**config.mk**
```make
export PLATFORM = sky130hd
export DESIGN_NAME = digit_serial_subtractor
export DESIGN_NICKNAME = d
export VERILOG_FILES = /design/src/rtl/digit_serial_subtractor.sv
export SDC_FILE = /design/constraint.sdc
export NUM_CORES = 1
export LEC_CHECK = 0
export ABC_CLOCK_PERIOD_IN_PS = 5600
export CORE_ASPECT_RATIO = 0.9
export CORE_MARGIN = 10
export CORE_UTILIZATION = 45
export DETAILED_ROUTE_END_ITERATION = 10
export PLACE_DENSITY = 0.73
export SETUP_SLACK_MARGIN = 0.02
export SYNTH_ARGS = -nofsm -noshare
export SYNTH_HDL_FRONTEND = slang
export SYNTH_SLANG_ARGS = --single-unit
```
**constraint.sdc**
```tcl
create_clock -name clk -period 5.6 [get_ports clk]
set_input_delay 1.12 -clock clk [delete_from_list [all_inputs] [get_ports clk]]
set_output_delay 1.12 -clock clk [all_outputs]
set_load 0.005 [all_outputs]
```
**src/rtl/digit_serial_subtractor.sv**
```systemverilog
// digit_serial_subtractor
//   Multi-cycle subtractor computing Y = A - B - BorrowIN (mod 2^WIDTH).
//   Each RUN cycle handles DIGIT bits, LSB digit first. The borrow is carried
//   between cycles in a register. A Start/Busy/Done handshake frames each
//   operation.
//
// Ports
//   clk        rising-edge clock
//   reset      synchronous, active-high reset
//   Start      request; only accepted in IDLE or DONE
//   A, B       minuend / subtrahend, latched on an accepted Start
//   BorrowIN   initial borrow, latched on an accepted Start
//   Busy       high while digits are being processed (RUN)
//   Done       one-cycle pulse; result outputs are valid
//   Y          difference, held until the next completion or reset
//   BorrowOUT  final borrow (unsigned A < B + BorrowIN)
//   Overflow   two's-complement overflow of the signed difference
//   Zero       Y == 0
module digit_serial_subtractor #(
  parameter int unsigned WIDTH = 8,
  parameter int unsigned DIGIT = 2
) (
  input  logic             clk,
  input  logic             reset,
  input  logic             Start,
  input  logic [WIDTH-1:0] A,
  input  logic [WIDTH-1:0] B,
  input  logic             BorrowIN,
  output logic             Busy,
  output logic             Done,
  output logic [WIDTH-1:0] Y,
  output logic             BorrowOUT,
  output logic             Overflow,
  output logic             Zero
);

  localparam int unsigned N    = WIDTH / DIGIT;
  localparam int unsigned CntW = (N > 1) ? $clog2(N) : 1;

  typedef enum logic [1:0] {StIdle, StRun, StDone} state_e;

  state_e           state_q, state_d;
  logic [WIDTH-1:0] a_sh_q, a_sh_d, b_sh_q, b_sh_d;
  logic             a_msb_q, a_msb_d, b_msb_q, b_msb_d;
  logic [WIDTH-1:0] res_q, res_d;
  logic [CntW-1:0]  cnt_q, cnt_d;
  logic             borrow_q, borrow_d;
  logic [WIDTH-1:0] y_q, y_d;
  logic             bo_q, bo_d, ov_q, ov_d, z_q, z_d;

  logic [DIGIT:0]         digit_diff;
  logic [WIDTH+DIGIT-1:0] res_cat;
  logic [WIDTH-1:0]       res_shift;
  logic                   last_digit;

  // Operands shift right so the current digit is always in the low bits; the
  // sign bits are kept separately for the overflow flag.
  assign digit_diff = {1'b0, a_sh_q[DIGIT-1:0]} - {1'b0, b_sh_q[DIGIT-1:0]}
                    - {{DIGIT{1'b0}}, borrow_q};
  // New digit enters at the top; after N digits digit 0 sits at the LSB.
  // The wide concat keeps this legal when DIGIT == WIDTH.
  assign res_cat    = {digit_diff[DIGIT-1:0], res_q};
  assign res_shift  = res_cat[WIDTH+DIGIT-1:DIGIT];
  assign last_digit = (cnt_q == CntW'(N - 1));

  always_comb begin
    state_d  = state_q;
    a_sh_d   = a_sh_q;
    b_sh_d   = b_sh_q;
    a_msb_d  = a_msb_q;
    b_msb_d  = b_msb_q;
    res_d    = res_q;
    cnt_d    = cnt_q;
    borrow_d = borrow_q;
    y_d      = y_q;
    bo_d     = bo_q;
    ov_d     = ov_q;
    z_d      = z_q;

    unique case (state_q)
      StIdle, StDone: begin
        state_d = StIdle;
        if (Start) begin
          state_d  = StRun;
          a_sh_d   = A;
          b_sh_d   = B;
          a_msb_d  = A[WIDTH-1];
          b_msb_d  = B[WIDTH-1];
          borrow_d = BorrowIN;
          cnt_d    = '0;
          res_d    = '0;
        end
      end
      StRun: begin
        a_sh_d   = a_sh_q >> DIGIT;
        b_sh_d   = b_sh_q >> DIGIT;
        res_d    = res_shift;
        borrow_d = digit_diff[DIGIT];
        cnt_d    = cnt_q + 1'b1;
        if (last_digit) begin
          state_d = StDone;
          y_d     = res_shift;
          bo_d    = digit_diff[DIGIT];
          ov_d    = (a_msb_q != b_msb_q) && (res_shift[WIDTH-1] != a_msb_q);
          z_d     = ~|res_shift;
        end
      end
      default: state_d = StIdle;
    endcase
  end

  always_ff @(posedge clk) begin
    if (reset) begin
      state_q  <= StIdle;
      a_sh_q   <= '0;
      b_sh_q   <= '0;
      a_msb_q  <= 1'b0;
      b_msb_q  <= 1'b0;
      res_q    <= '0;
      cnt_q    <= '0;
      borrow_q <= 1'b0;
      y_q      <= '0;
      bo_q     <= 1'b0;
      ov_q     <= 1'b0;
      z_q      <= 1'b0;
    end else begin
      state_q  <= state_d;
      a_sh_q   <= a_sh_d;
      b_sh_q   <= b_sh_d;
      a_msb_q  <= a_msb_d;
      b_msb_q  <= b_msb_d;
      res_q    <= res_d;
      cnt_q    <= cnt_d;
      borrow_q <= borrow_d;
      y_q      <= y_d;
      bo_q     <= bo_d;
      ov_q     <= ov_d;
      z_q      <= z_d;
    end
  end

  assign Busy      = (state_q == StRun);
  assign Done      = (state_q == StDone);
  assign Y         = y_q;
  assign BorrowOUT = bo_q;
  assign Overflow  = ov_q;
  assign Zero      = z_q;

endmodule

```
**After elaboration in Yosys (flattened, before gate mapping)**

Cells that the tools add are included.

- Add/sub/neg operators: 3
- Multiply operators: 0
- Divide/modulo/power cells: 0
- $lt $le $gt $ge: 0
- Equal/unequal tests: 7
- Shift operators: 0
- Mux-type cells: 13
- Bitwise logic cells: 0
- Reductions and logical operators: 9

Operator list:

| kind | count |
|---|---|
| 8-bit one-hot mux with 2 select lines | 3 |
| 8-bit two-way mux | 3 |
| 2-bit one-hot mux with 2 select lines | 2 |
| 8-bit OR reduction | 1 |
| 2-bit AND reduction | 3 |
| 2-bit equality test (second input constant) | 2 |
| 2-bit two-way mux | 2 |
| 2-bit by 2-bit subtractor with 3-bit output | 1 |
| 3-bit by 1-bit subtractor with 3-bit output | 1 |
| 2-bit by 1-bit adder with 2-bit output (second input constant) | 1 |
| 2-bit by 1-bit equality test with 1-bit output (second input constant) | 1 |
| 2-bit logical NOT | 1 |
| 1-bit two-way mux | 2 |
| 1-bit != test | 2 |
| 2-bit by 1-bit != test with 1-bit output (second input constant) | 1 |
| 2-bit != test (second input constant) | 1 |
| 1-bit one-hot mux with 2 select lines | 1 |
| 2-bit nonzero test | 1 |
| 2-bit OR reduction | 1 |
| 1-bit logical AND | 1 |
| 1-bit logical NOT | 1 |

- Bits in registers: 42
- Latch bits: 0
- RAM bits: 0
- Memory bits (read-only): 0
- Input port bits: 20
- Output and inout port bits: 13
- Word-level logic and storage cells: 44
- Memories: 0

**Logic depth before layout (Yosys ltp)**

Gate-level depths: netlist (run 1).

- Depth in word-level cells: 4
- Gate-level depth with buffers: 9
- Gate-level depth less buffers: 9

**Least setup slack after synthesis (run 1)**

OpenSTA, ideal clock, no wires.

- Path kind: register to register
- Start point: reg b_sh_q[0]
- End point: reg z_q (netlist: Zero)
- Setup time: 0.074 ns
- Arrival time: 2.541 ns
- Data required time: 5.526 ns
- Setup slack: 2.984 ns
- Cell stages (with the launch flop): 9
- Buffers on the path: 0
- Period minus slack after synthesis: 2.616 ns
- Cells stage by stage: dfxtp_1 > inv_1 > fa_1 > ha_1 > nor2_1 > fa_1 > or4b_1 > or4_1 > o21ai_0

- Cells in the longest elaborated chain, start to end: 4

RTL lines:

| item | RTL line | RTL |
|---|---|---|
| start, declared | 43 | `logic [WIDTH-1:0] a_sh_q, a_sh_d, b_sh_q, b_sh_d;` |
| start signal, assigned | 129 | `b_sh_q <= b_sh_d;` |
| 2-bit by 2-bit subtractor with 3-bit output | 58 | `assign digit_diff = {1'b0, a_sh_q[DIGIT-1:0]} - {1'b0, b_sh_q[DIGIT-1:0]}` |
| 3-bit by 1-bit subtractor with 3-bit output | 59 | `- {{DIGIT{1'b0}}, borrow_q};` |
| 8-bit OR reduction | 105 | `z_d = ~\|res_shift;` |
| 1-bit logical NOT | 105 |  |
| end signal, assigned | 138 | `z_q <= z_d;` |
| end, declared | 49 | `logic bo_q, bo_d, ov_q, ov_d, z_q, z_d;` |

Every way passes these cells.
A chain may end at the register's enable or synchronous reset.

**Worst setup path after layout (run 1)**

Ends and elaborated chain as after synthesis.

==> results of run 1 <==
## metal layers
metal | vias up | wire [um] | global-route usage
li1 | 738 | - | -
met1 | 635 | 1770 | 0.139
met2 | 32 | 1570 | 0.174
met3 | 6 | 217 | 0.0511
met4 | 0 | 70 | 0.0502
met5 | - | 0 | 0
## power breakdown
| group | leakage, nW | internal, mW | switching [mW] |
|---|---|---|---|
| combinational | 0.382 | 0.0401 | 0.0491 |
| clock | 0.0455 | 0.100 | 0.0932 |
| sequential | 0.327 | 0.300 | 0.0103 |
| total | 0.754 | 0.441 | 0.153 |
## area by class of cell
| type | instances | area, um2 | area share |
|---|---|---|---|
| inverters | 5 | 18.8 | 0.00907 |
| well taps | 44 | 55.1 | 0.0266 |
| flip-flops and latches | 40 | 801 | 0.387 |
| multi-input cells | 143 | 768 | 0.371 |
| repair buffers | 34 | 335 | 0.162 |
| clock buffers | 8 | 90.1 | 0.0436 |
## flip-flops by register name (all words and copies together) (netlist names), 2 cells and up
name     count
state_q      2
Y            8
cnt_q        2
a_sh_q       8
b_sh_q       8
res_q        6
## critical path, stage by stage, from the launching register on
cell	delay, ns
dfxtp_1	0.33
inv_1	0.05
fa_1	0.53
ha_1	0.14
nor2_1	0.05
fa_1	0.57
or4b_1	0.44
or4_1	0.49
o21ai_0	0.09
## cell families (layout without fill, tap and decap cells)
logic type,count (synthesis),after routing,synth area share
and+or+nand+nor,99,99,0.263
DFF,40,40,0.486
buffers and inverters,20,47,0.0478
xor gates and xnor gates,1,1,0.00532
adders and majority gates,5,5,0.0471
AOI/OAI and AO/OA,38,38,0.150
## Yosys cell counts (all sizes together)
cell	number
a211oi	1
a21oi	21
a311oi	14
and3b	1
buf	8
clkbuf	7
clkinv	1
dfxtp	40
fa	2
ha	3
inv	4
nand2	53
nand2b	4
nand3	12
nand3b	2
nor2	20
nor2b	2
nor3	1
o21a	1
o21ai	1
or3b	1
or4	2
or4b	1
xor2	1
## final timing paths
check | end | slack (ns) | depth (start not counted)
worst max-delay path | Zero$_SDFFE_PP0P_ | 2.83 | 8
worst min-delay path | Y[4]$_SDFFE_PP0P_ | 0.46 | 2
worst max register to register | Zero$_SDFFE_PP0P_ | 2.83 | 8
worst min register to register | Y[4]$_SDFFE_PP0P_ | 0.46 | 2
## stage by stage
step	std cells	total power, mW	area [um2]	util	hold WS [ns]
after floorplan	203	0.375	1650	-	0.440
after global placement	266	0.405	1980	0.573	0.445
after detailed placement	266	0.407	1980	0.573	0.449
after CTS	274	0.599	2070	0.599	0.459
after global routing	274	0.626	2070	0.599	0.479
final	274	0.593	2070	0.599	0.456
==> impl_metrics.json, run 1 <==
{
  "synth_cell_types": 25,
  "grt_max_degree": 42,
  "ir_worst_vdd_v": 0.000127,
  "drc": 0,
  "status": "finished, final reports clean",
  "area_growth_pct": 25.5,
  "min_from": "Y[4]$_SDFFE_PP0P_",
  "insertion_delay_ns": 0.29,
  "nFillCells": 330,
  "initial_core_util": 0.477,
  "end_kind": "register",
  "io_pins": 33,
  "setup_viol": 0,
  "clk_path_buf_depth": 2,
  "cp_max_fo": 5,
  "post_cts_resize_count": 0,
  "p_leak_nw": 0.754,
  "fin_ws_ns": 2.83,
  "final_common_cell": "nand2_1",
  "synth_top_cells_by_area": "dfxtp_1 (49%), nand2_1 (12%), a311oi_1 (7.4%)",
  "n_antenna_cell": 0,
  "drive_gt1_frac": 0.0391,
  "clk_pin_slew_ns": 0.07,
  "postCtsSetupBuffers": 0,
  "power_density_nw_per_um2": 287,
  "syn_area_um2": 1650,
  "cap_violations": 0,
  "fmax_ghz": 0.361,
  "cp.arrival_ns": 2.99,
  "start_kind": "register",
  "grt.total_usage": 0.115,
  "routabilityCongestion": 0.751,
  "drt_iter0_drc": 143,
  "cp.required_ns": 5.82,
  "dieArea_um2": 6490,
  "seq_area_frac_synth": 0.486,
  "grt_pass1_wl_mm": 6.29,
  "cts_hold_buf": 0,
  "setup.worst_path.class": "reg2reg",
  "skew_ns": 0.00316,
  "period_needed_ns": 2.77,
  "die_h_um": 77.4,
  "yosys_warnings": 0,
  "fin_nets": 254,
  "via_per_inst": 5.15,
  "netlist.area_leader.share": 0.486,
  "die_w_um": 83.8,
  "synth_top_area_cell": "dfxtp_1",
  "rows": 20,
  "dr.pass1.iters": 4,
  "htreeDepth": 2,
  "place_ws_ns": 2.62,
  "avgRoutedWirePerCell_um": 13.2,
  "ys_ff_latch": 40,
  "vias": 1411,
  "hold_path.class": "reg2reg",
  "ant_nets": 0,
  "timing.rr.start": "b_sh_q[0]$_SDFFE_PP0P_",
  "cts_made_buffers": 5,
  "syn_inst": 203,
  "dp_hpwl_mm": 2.42,
  "syn_area_per_cell_um2": 8.12,
  "tns_ns": 0,
  "grt_pass1_vias": 1369,
  "antenna_found_initial": 0,
  "drv_slew": 0,
  "synth_nets": 228,
  "final.period_utilization": 0.495,
  "tritoncts": "yes",
  "hold_violations": 0,
  "overflow": 0,
  "io_buffers": 32,
  "tightestPinTransition_ns": 1.07,
  "routed_wl_mm": 3.62,
  "grt_setup_unrepaired": "no",
  "cts_root_buf": "clkbuf_8",
  "slew_headroom": 0.284,
  "final_cell_mix": "nand2_1 (53), dfxtp_1 (40), clkdlybuf4s50_1 (32), a21oi_1 (21), nor2_1 (20)",
  "crit_start": "b_sh_q[0]$_SDFFE_PP0P_",
  "cts_sinks": 40,
  "core-area_um2": 3450
}
Power figures use the tool's default switching activity.
==> run 2, diff against run 1 <==
Settings changed: ABC_CLOCK_PERIOD_IN_PS 5600 to 2300, PLACE_DENSITY 0.73 to 0.76.
Clock period 5.6 ns to 2.3 ns, I/O delays scaled along.
==> impl_metrics.json, run 2 (same netlist as run 1, synthesis figures left out) <==
{
  "status": "complete, but fails checks",
  "violations": "negative setup slack",
  "drv_slew": 0,
  "final_common_cell": "nand2_1",
  "end_kind": "register",
  "tritoncts": "yes",
  "initial_core_util": 0.477,
  "overflow": 0,
  "period_needed_ns": 2.71,
  "die_h_um": 77.4,
  "dp_hpwl_mm": 2.59,
  "clkPwrFrac": 0.319,
  "htreeDepth": 2,
  "drive_gt1_frac": 0.102,
  "rows": 20,
  "cp.required_ns": 2.53,
  "vias": 1419,
  "cts_hold_buf": 0,
  "place_area_um2": 2020,
  "routed_wl_mm": 3.68,
  "cp_max_fo": 2,
  "critPathBufInv": 2,
  "cap_violations": 0,
  "avgRoutedWirePerCell_um": 13.2,
  "switchingPower_uw": 374,
  "grt_setup_unrepaired": "yes",
  "dr.pass1.iters": 4,
  "core-area_um2": 3450,
  "slew_headroom": 0.713,
  "fin_ws_ns": -0.414,
  "path_cells": "inv_2 -> fa_1 -> inv_1 -> ha_2 -> nor2_2 -> fa_1 -> or4b_4 -> or4_4 -> o21ai_2",
  "final_cell_mix": "nand2_1 (53), dfxtp_1 (37), clkdlybuf4s50_1 (32), a21oi_1 (21), nor2_1 (19)",
  "routabilityCongestion": 0.760,
  "power.internal_mw": 1.09,
  "final_core_util": 0.616,
  "timing.rr.start": "borrow_q$_SDFFE_PP0P_",
  "dpl.cell_count": 271,
  "clk_pin_slew_ns": 0.07,
  "area_growth_pct": 29.2,
  "antenna_found_initial": 0,
  "hold_path.class": "reg2reg",
  "via_per_inst": 5.09,
  "p_sw_frac": 0.255,
  "tightestPinTransition_ns": 0.430,
  "start_kind": "register",
  "cp_slowest_cell": "fa_1",
  "grt.total_usage": 0.114,
  "grt_pass1_vias": 1291,
  "drc": 0,
  "min_to": "Y[0]$_SDFFE_PP0P_",
  "io_buffers": 32,
  "p_leak_nw": 0.783,
  "drt_iter0_drc": 109,
  "nFillCells": 342,
  "stdcell_area_um2": 2130,
  "grt_max_degree": 41,
  "die_w_um": 83.8,
  "cp_top_family": "adder cells",
  "skew_ns": 0.00329,
  "setup_viol": 2,
  "grt_pass1_wl_mm": 6.21,
  "cts_sinks": 40,
  "ant_nets": 0,
  "io_pins": 33,
  "n_antenna_cell": 0,
  "rrSetupSlack_ns": -0.41,
  "dieArea_um2": 6490,
  "cts_made_buffers": 5,
  "power_density_nw_per_um2": 689,
  "cts_root_buf": "clkbuf_8",
  "rr_worst_depth": 9,
  "ir_worst_vdd_v": 0.000339,
  "cp_slowest_stage_delay_ns": 0.53,
  "final.period_utilization": 1.18,
  "setup.worst_path.class": "reg2reg",
  "instances_no_fill": 279,
  "hold_violations": 0,
  "pwr-share-comb": 0.165,
  "insertion_delay_ns": 0.29,
  "cp.arrival_ns": 2.94,
  "min_from": "Y[0]$_SDFFE_PP0P_",
  "holdPathStages": 2,
  "clk_path_buf_depth": 2,
  "fmax_ghz": 0.368,
  "crit_path_frequent_cell": "fa_1",
  "fin_nets": 259,
  "p_seq_frac": 0.517,
  "r2r_end": "Zero$_SDFFE_PP0P_"
}
[run 2: power by group through the flow]
stage / Combinational, mW / Clock [mW] / Sequential (mW)
after floorplan: 0.151 / 0 / 0.766
after global placement: 0.231 / 0 / 0.771
after detailed placement: 0.235 / 0 / 0.773
after CTS: 0.238 / 0.482 / 0.757
after global routing: 0.276 / 0.507 / 0.763
final: 0.242 / 0.468 / 0.758
[run 2: how the worst max path moves through the flow]
stage                   endpoint  cells after the start  slack, ns                   start
5_1_grt        Zero$_SDFFE_PP0P_                      9      -0.53   borrow_q$_SDFFE_PP0P_
4_1_cts        Zero$_SDFFE_PP0P_                      8      -0.39  b_sh_q[0]$_SDFFE_PP0P_
3_5_place_dp   Zero$_SDFFE_PP0P_                      7      -0.37  a_sh_q[0]$_SDFFE_PP0P_
6_report       Zero$_SDFFE_PP0P_                      9      -0.41   borrow_q$_SDFFE_PP0P_
3_3_place_gp   Zero$_SDFFE_PP0P_                      8      -0.32  b_sh_q[0]$_SDFFE_PP0P_
2_1_floorplan  Zero$_SDFFE_PP0P_                      8      -0.31  b_sh_q[0]$_SDFFE_PP0P_
[run 2: final cells by class]
class	count	area [um2]	share of cell area
flip-flops and latches	40	805	0.378
repair buffers	39	373	0.175
inverters	5	18.8	0.00882
multi-input cells	143	787	0.370
clock buffers	8	90.1	0.0423
well taps	44	55.1	0.0259
[run 2: repair_timing]
item	CTS	global route
buffers inserted	0	0
pin swaps	0	3
endpoints found under the setup margin	2	3
resized for setup	1	8
[run 2: tightest hold or removal path, stage by stage, from the launching register on]
cell	delay, ns
dfxtp_1	0.31
nand2_1	0.05
a21oi_1	0.05
[run 2: metal layers]
layer | track usage | up-vias | wire length, um
li1 | - | 749 | -
met1 | 0.151 | 641 | 1830
met2 | 0.157 | 25 | 1590
met3 | 0.0418 | 4 | 192
met4 | 0.0552 | 0 | 61
met5 | 0 | - | 0
[run 2: stage by stage]
stage	hold WS [ns]	TNS, ns	power [mW]	setup WS [ns]
after global routing	0.477	-0.945	1.55	-0.527
after global placement	0.444	-0.538	1.00	-0.319
after detailed placement	0.449	-0.618	1.01	-0.368
after floorplan	0.439	-0.344	0.917	-0.312
final	0.455	-0.662	1.47	-0.414
after CTS	0.459	-0.682	1.48	-0.393
==> run 3, diff against run 2 <==
Settings changed: GPL_ROUTABILITY_DRIVEN set to 0.
==> results of run 3 <==
The final DEF is identical to that of run 2; final timing and power are the same.
